## src/rtl/fu_wb_arbiter.sv

```systemverilog
// Functional-unit writeback arbiter: per-source skid FIFOs merged round-robin onto one writeback port.
// Build option WB_BYPASS_EN: when idle, an incoming result reaches writeback in the same cycle.
package fu_wb_pkg;
    typedef struct packed {
        logic [31:0] pc;
        logic [7:0]  id;
        logic [5:0]  prd;
        logic [31:0] rdval;
    } fu_output_t;
endpackage

// Handshake: a transfer happens on a port in any cycle where its valid and ready are both 1;
// a producer holding valid with ready low keeps valid and payload stable until the transfer.
module fu_wb_arbiter
    import fu_wb_pkg::*;
#(
    parameter int NB_FU = 3,
    parameter int DEPTH = 2,
    parameter int IDXW  = $clog2(NB_FU)
) (
    input  logic                   clk,
    input  logic                   rstn,
    input  logic [NB_FU-1:0]       fu_valid_i,
    input  fu_output_t [NB_FU-1:0] fu_result_i,
    output logic [NB_FU-1:0]       fu_ready_o,
    output logic                   wb_valid_o,
    output fu_output_t             wb_result_o,
    output logic [IDXW-1:0]        wb_src_o,
    input  logic                   wb_ready_i
);
    localparam int PW = $clog2(DEPTH);
    localparam int CW = PW + 1;
    localparam logic [CW-1:0]   DEPTH_C  = CW'(DEPTH);
    localparam logic [IDXW:0]   NB_FU_C  = (IDXW+1)'(NB_FU);
    localparam logic [IDXW-1:0] LAST_IDX = IDXW'(NB_FU - 1);

    fu_output_t       mem    [NB_FU][DEPTH];
    logic [PW-1:0]    wr_ptr [NB_FU];
    logic [PW-1:0]    rd_ptr [NB_FU];
    logic [CW-1:0]    count  [NB_FU];
    logic [NB_FU-1:0] not_empty;
    logic [NB_FU-1:0] full;
    logic [NB_FU-1:0] push;
    logic [NB_FU-1:0] pop;
    logic [IDXW-1:0]  rr_ptr;
    logic [IDXW-1:0]  grant;
    logic [IDXW-1:0]  lock_idx;
    logic             lock;
    logic             wb_fire;
    fu_output_t       head;

    // First set bit of vec, searching upward from ptr and wrapping at NB_FU.
    function automatic logic [IDXW-1:0] rr_pick(input logic [NB_FU-1:0] vec,
                                                 input logic [IDXW-1:0]  ptr);
        logic [IDXW-1:0] pick;
        logic [IDXW:0]   s;
        logic            found;
        pick  = '0;
        found = 1'b0;
        for (int k = 0; k < NB_FU; k++) begin
            s = {1'b0, ptr} + (IDXW+1)'(k);
            if (s >= NB_FU_C) s = s - NB_FU_C;
            if (!found && vec[s[IDXW-1:0]]) begin
                pick  = s[IDXW-1:0];
                found = 1'b1;
            end
        end
        return pick;
    endfunction

    always_comb begin
        for (int i = 0; i < NB_FU; i++) begin
            not_empty[i] = (count[i] != '0);
            full[i]      = (count[i] == DEPTH_C);
        end
    end

    assign fu_ready_o = ~full;

`ifdef WB_BYPASS_EN
    logic bypass;
    assign bypass = ~|not_empty && !lock;
`endif

    always_comb begin
        grant      = '0;
        wb_valid_o = 1'b0;
        head       = '0;
`ifdef WB_BYPASS_EN
        if (bypass) begin
            grant      = rr_pick(fu_valid_i, rr_ptr);
            wb_valid_o = |fu_valid_i;
            head       = fu_result_i[grant];
        end else
`endif
        begin
            grant      = lock ? lock_idx : rr_pick(not_empty, rr_ptr);
            wb_valid_o = |not_empty;
            head       = mem[grant][rd_ptr[grant]];
        end
    end

    assign wb_fire     = wb_valid_o && wb_ready_i;
    assign wb_result_o = wb_valid_o ? head : '0;
    assign wb_src_o    = wb_valid_o ? grant : '0;

    always_comb begin
        for (int i = 0; i < NB_FU; i++) begin
            push[i] = fu_valid_i[i] && !full[i];
            pop[i]  = wb_fire && (grant == IDXW'(i));
`ifdef WB_BYPASS_EN
            // A bypassed entry never sits in its FIFO unless writeback stalls it.
            if (bypass && (grant == IDXW'(i))) begin
                pop[i] = 1'b0;
                if (wb_ready_i) push[i] = 1'b0;
            end
`endif
        end
    end

    always_ff @(posedge clk) begin
        for (int i = 0; i < NB_FU; i++) begin
            if (push[i]) mem[i][wr_ptr[i]] <= fu_result_i[i];
        end
    end

    always_ff @(posedge clk or negedge rstn) begin
        if (!rstn) begin
            for (int i = 0; i < NB_FU; i++) begin
                wr_ptr[i] <= '0;
                rd_ptr[i] <= '0;
                count[i]  <= '0;
            end
            rr_ptr   <= '0;
            lock     <= 1'b0;
            lock_idx <= '0;
        end else begin
            for (int i = 0; i < NB_FU; i++) begin
                if (push[i]) wr_ptr[i] <= wr_ptr[i] + PW'(1);
                if (pop[i])  rd_ptr[i] <= rd_ptr[i] + PW'(1);
                case ({push[i], pop[i]})
                    2'b10:   count[i] <= count[i] + CW'(1);
                    2'b01:   count[i] <= count[i] - CW'(1);
                    default: ;
                endcase
            end
            if (wb_fire) rr_ptr <= (grant == LAST_IDX) ? '0 : grant + IDXW'(1);
            // Holding the grant keeps the presented entry stable while writeback stalls.
            if (wb_valid_o && !wb_ready_i) begin
                lock     <= 1'b1;
                lock_idx <= grant;
            end else if (wb_fire) begin
                lock <= 1'b0;
            end
        end
    end

endmodule
```

## config.mk

```make
export PLATFORM = sky130hd
export DESIGN_NAME = fu_wb_arbiter
export DESIGN_NICKNAME = d
export VERILOG_FILES = /design/src/rtl/fu_wb_arbiter.sv
export SDC_FILE = /design/constraint.sdc
export NUM_CORES = 1
export LEC_CHECK = 0
export CAP_MARGIN = 20
export CORE_MARGIN = 2
export CORE_UTILIZATION = 30
export DETAILED_ROUTE_END_ITERATION = 8
export HOLD_SLACK_MARGIN = 0.02
export PLACE_DENSITY = 0.49
export SLEW_MARGIN = 20
export SYNTH_ARGS = -nofsm -noshare
export SYNTH_HDL_FRONTEND = slang
export SYNTH_SLANG_ARGS = --single-unit
```

## constraint.sdc

```tcl
create_clock -name clk -period 14.2 [get_ports clk]
set_clock_uncertainty 0.15 [all_clocks]
set_input_delay 4.26 -clock clk [delete_from_list [all_inputs] [get_ports clk]]
set_output_delay 4.26 -clock clk [all_outputs]
set_load 0.05 [all_outputs]
```

==> qor.csv <==
stage,metric,value,unit
floorplan,coreArea,0.06331,mm²
sta,relSlewSlack,27.51,%
logic_synthesis,ys.flop_type,edfxtp_1,
floorplan,start_util,30.49,%
sta,period_share,70.74,%
critical_path,path_max_fanout,79,
critical_path,cp.required,9.79,ns
sta,hold_viol,0,
logic_synthesis,synth.cell_area,0.01930,mm²
logic_synthesis,synthCells,1381,
placement,pre_cts_ws,4.738,ns
flow_run,cap_violations,0,
cts,clk_path_buf_depth,3,
logic_synthesis,synth_top_family_by_area,compound AO/OA/AOI/OAI gates,
routing,drt_first_pass_iters,5,
logic_synthesis,synth-xor-area-share,0.6805,%
logic_synthesis,synth.top_cell.area_share,72.80,%
cts,tritoncts,done,
sta,max_freq,99.55,MHz
cts,h-tree-depth,2,
routing,routedWlPerCell,22.13,µm
logic_synthesis,synth_seq_cells,485,
logic_synthesis,ys_types,43,
sta,fin_ws,4.155,ns
grt,overflow,0,
cells_and_area,final-seq-area,0.01448,mm²
routing,vias,12700,
cells_and_area,n_fill_cell,5959,
routing,vias_per_cell,4.939,
routing,ant_nets,0,
cts,path_clk_slew,0.06,ns
logic_synthesis,seq_area_frac_synth,75.00,%
logic_synthesis,synth.most_common_cell,edfxtp_1,
logic_synthesis,synth.largest_area_cell,edfxtp_1,
cts,clock_sinks,485,
placement,routabilityCongestion,0.7579,
logic_synthesis,synthTopCellsByArea,"edfxtp_1 73%, a311o_1 8.1%, nand2_1 6.2%, nor2_1 3.3%, dfrtp_1 2.2%",
floorplan,ios,324,
sta,setup_tns,0,ns
logic_synthesis,synth_compound_area_share,11.26,%
logic_synthesis,muxShareOfSynthArea,0,%
cts,numCtsBuffers,55,
critical_path,path_class,reg2out,
logic_synthesis,yosysWarnings,0,
sta,rsz0062_at_grt,false,
grt,antenna_found_initial,6,
floorplan,fp.dieArea,0.06639,mm²
logic_synthesis,avgSynthCellArea,13.98,µm²
cts,cts_hold_buffers,0,
critical_path,worst_setup_path_start_kind,flop,
logic_synthesis,synth-edff-count,468,
grt,grt_pass1_wl,83.92,mm
logic_synthesis,synth-adder-area-share,0.3889,%
cts,postCtsSetupBuffers,0,
routing,dr.first_iter.drc_count,1068,
logic_synthesis,yosys-top-cells-count,"468 x edfxtp_1, 320 x nand2_1, 171 x nor2_1, 157 x a311o_1, 80 x a21oi_1",
logic_synthesis,postSynth.asyncResetShare,3.505,%
routing,wirelength,56.89,mm
floorplan,die_w,257.7,µm
status,status,"finished, final reports clean",
placement,hpwl,32.96,mm
sta,slew_viol_final,0,
logic_synthesis,synth_simple_gate_area_share,10.31,%
logic_synthesis,synthesis.nets,1627,
placement,port_buffers,323,
sta,tightest_slew,1.087,ns
cts,root_buffer,clkbuf_16,
routing,drc,0,
critical_path,end_kind,output pin,
grt,grt_max_degree,113,
grt,first_global_vias,12990,
grt,track_usage,16.79,%
min_path,hold_class,reg2reg,
floorplan,die_y,257.7,µm
floorplan,row_count,92,
critical_path,worstPathArrival,5.63,ns
cts,insertion_delay,0.59,ns
critical_path,rrSetupSlack,10.45,ns
cells_and_area,nNetsFinal,1927,
cells_and_area,drive_above_1_share,6.500,%
sta,setup_viol,0,
cts,cts_resized,0,
cells_and_area,area_delta_synth_final,29.90,%
sta,post-route-min-period,10.04,ns
cells_and_area,multi_input_area,0.004439,mm²
==> per-layer routing <==
layer / up-vias / track usage (%) / wire length [µm]
met5: - / 0 / 55
li1: 5801 / - / -
met3: 71 / 3.190 / 3383
met2: 404 / 28.35 / 27930
met1: 6413 / 22.31 / 24600
met4: 8 / 4.094 / 916
==> worst max-delay path: stages (launching register included) <==
cell,delay (ns)
dfrtp_1,0.36
inv_1,0.07
ha_1,0.43
nor4b_4,0.27
a311oi_1,0.12
o31a_1,0.32
nand2_4,0.73
buf_4,0.90
nand2_1,0.19
a311o_1,0.40
a21oi_1,0.15
clkdlybuf4s50_1,0.91
==> flip-flops by register name, summed over array words and instances, names as in the netlist <==
signal / flops
lock_idx: 2
wr_ptr: 3
rr_ptr: 2
rd_ptr: 3
lock: 1
count: 6
mem: 468
==> layout by cell type, fill, tap and decap left out, types with 3 or more instances in the layout <==
| master | synthesis | layout |
|---|---|---|
| edfxtp_1 | 468 | 468 |
| clkdlybuf4s50_1 | 0 | 323 |
| nand2_1 | 320 | 319 |
| nor2_1 | 171 | 167 |
| a311o_1 | 157 | 157 |
| a21oi_1 | 80 | 80 |
| clkbuf_16 | 0 | 56 |
| clkbuf_1 | 76 | 18 |
| buf_4 | 1 | 18 |
| dfrtp_1 | 17 | 17 |
| xnor2_1 | 9 | 9 |
| clkinv_2 | 0 | 8 |
| clkinv_1 | 0 | 7 |
| inv_1 | 6 | 6 |
| xor2_1 | 6 | 6 |
| ha_1 | 6 | 6 |
| nand2b_1 | 4 | 4 |
| and3_4 | 0 | 4 |
| nor2_4 | 0 | 4 |
| clkinvlp_4 | 0 | 4 |
| nor3_1 | 3 | 3 |
| bufinv_16 | 0 | 3 |
==> worst paths after layout <==
kind,start,to,depth (start not counted)
setup / recovery,rr_ptr[0],wb_result_o[5],11
hold / removal,rd_ptr[2],rd_ptr[2],1
setup reg to reg,count[2],count[3],9
hold reg to reg,rd_ptr[2],rd_ptr[2],1
max in group asynchronous,rstn,count[5],1
min in group asynchronous,rstn,rd_ptr[0],1
==> final cells by class <==
class / count / share of cell area, %
repair buffers: 342 / 13.48
clock inverters: 24 / 0.8432
flip-flops and latches: 485 / 57.74
inverters: 6 / 0.08981
well taps: 846 / 4.221
diodes: 2 / 0.01996
multi-input cells: 791 / 17.70
clock buffers: 75 / 5.912
==> through the flow <==
stage	cell area, µm²	hold slack, ns	util [%]	std cells
floorplan	19300	0.2883	-	1381
global placement	23370	0.3053	36.92	2470
detailed placement	23370	0.3085	36.92	2470
CTS	25070	0.3174	39.60	2569
global route	25080	0.3349	39.61	2571
finish	25080	0.3179	39.61	2571
==> logic make-up (layout without fill, tap and decap cells) <==
logic type	after synthesis	count (layout)
flip-flops	485	485
AO/OA/AOI/OAI	258	258
buffers and inverters	105	447
adder cells (fa/ha/maj)	6	6
AND/OR/NAND/NOR	512	512
XOR/XNOR	15	15
other	0	2
Power is left out: the tool's default activity adds up to more than one toggle a clock period on the data nets, which glitch-free logic cannot reach.
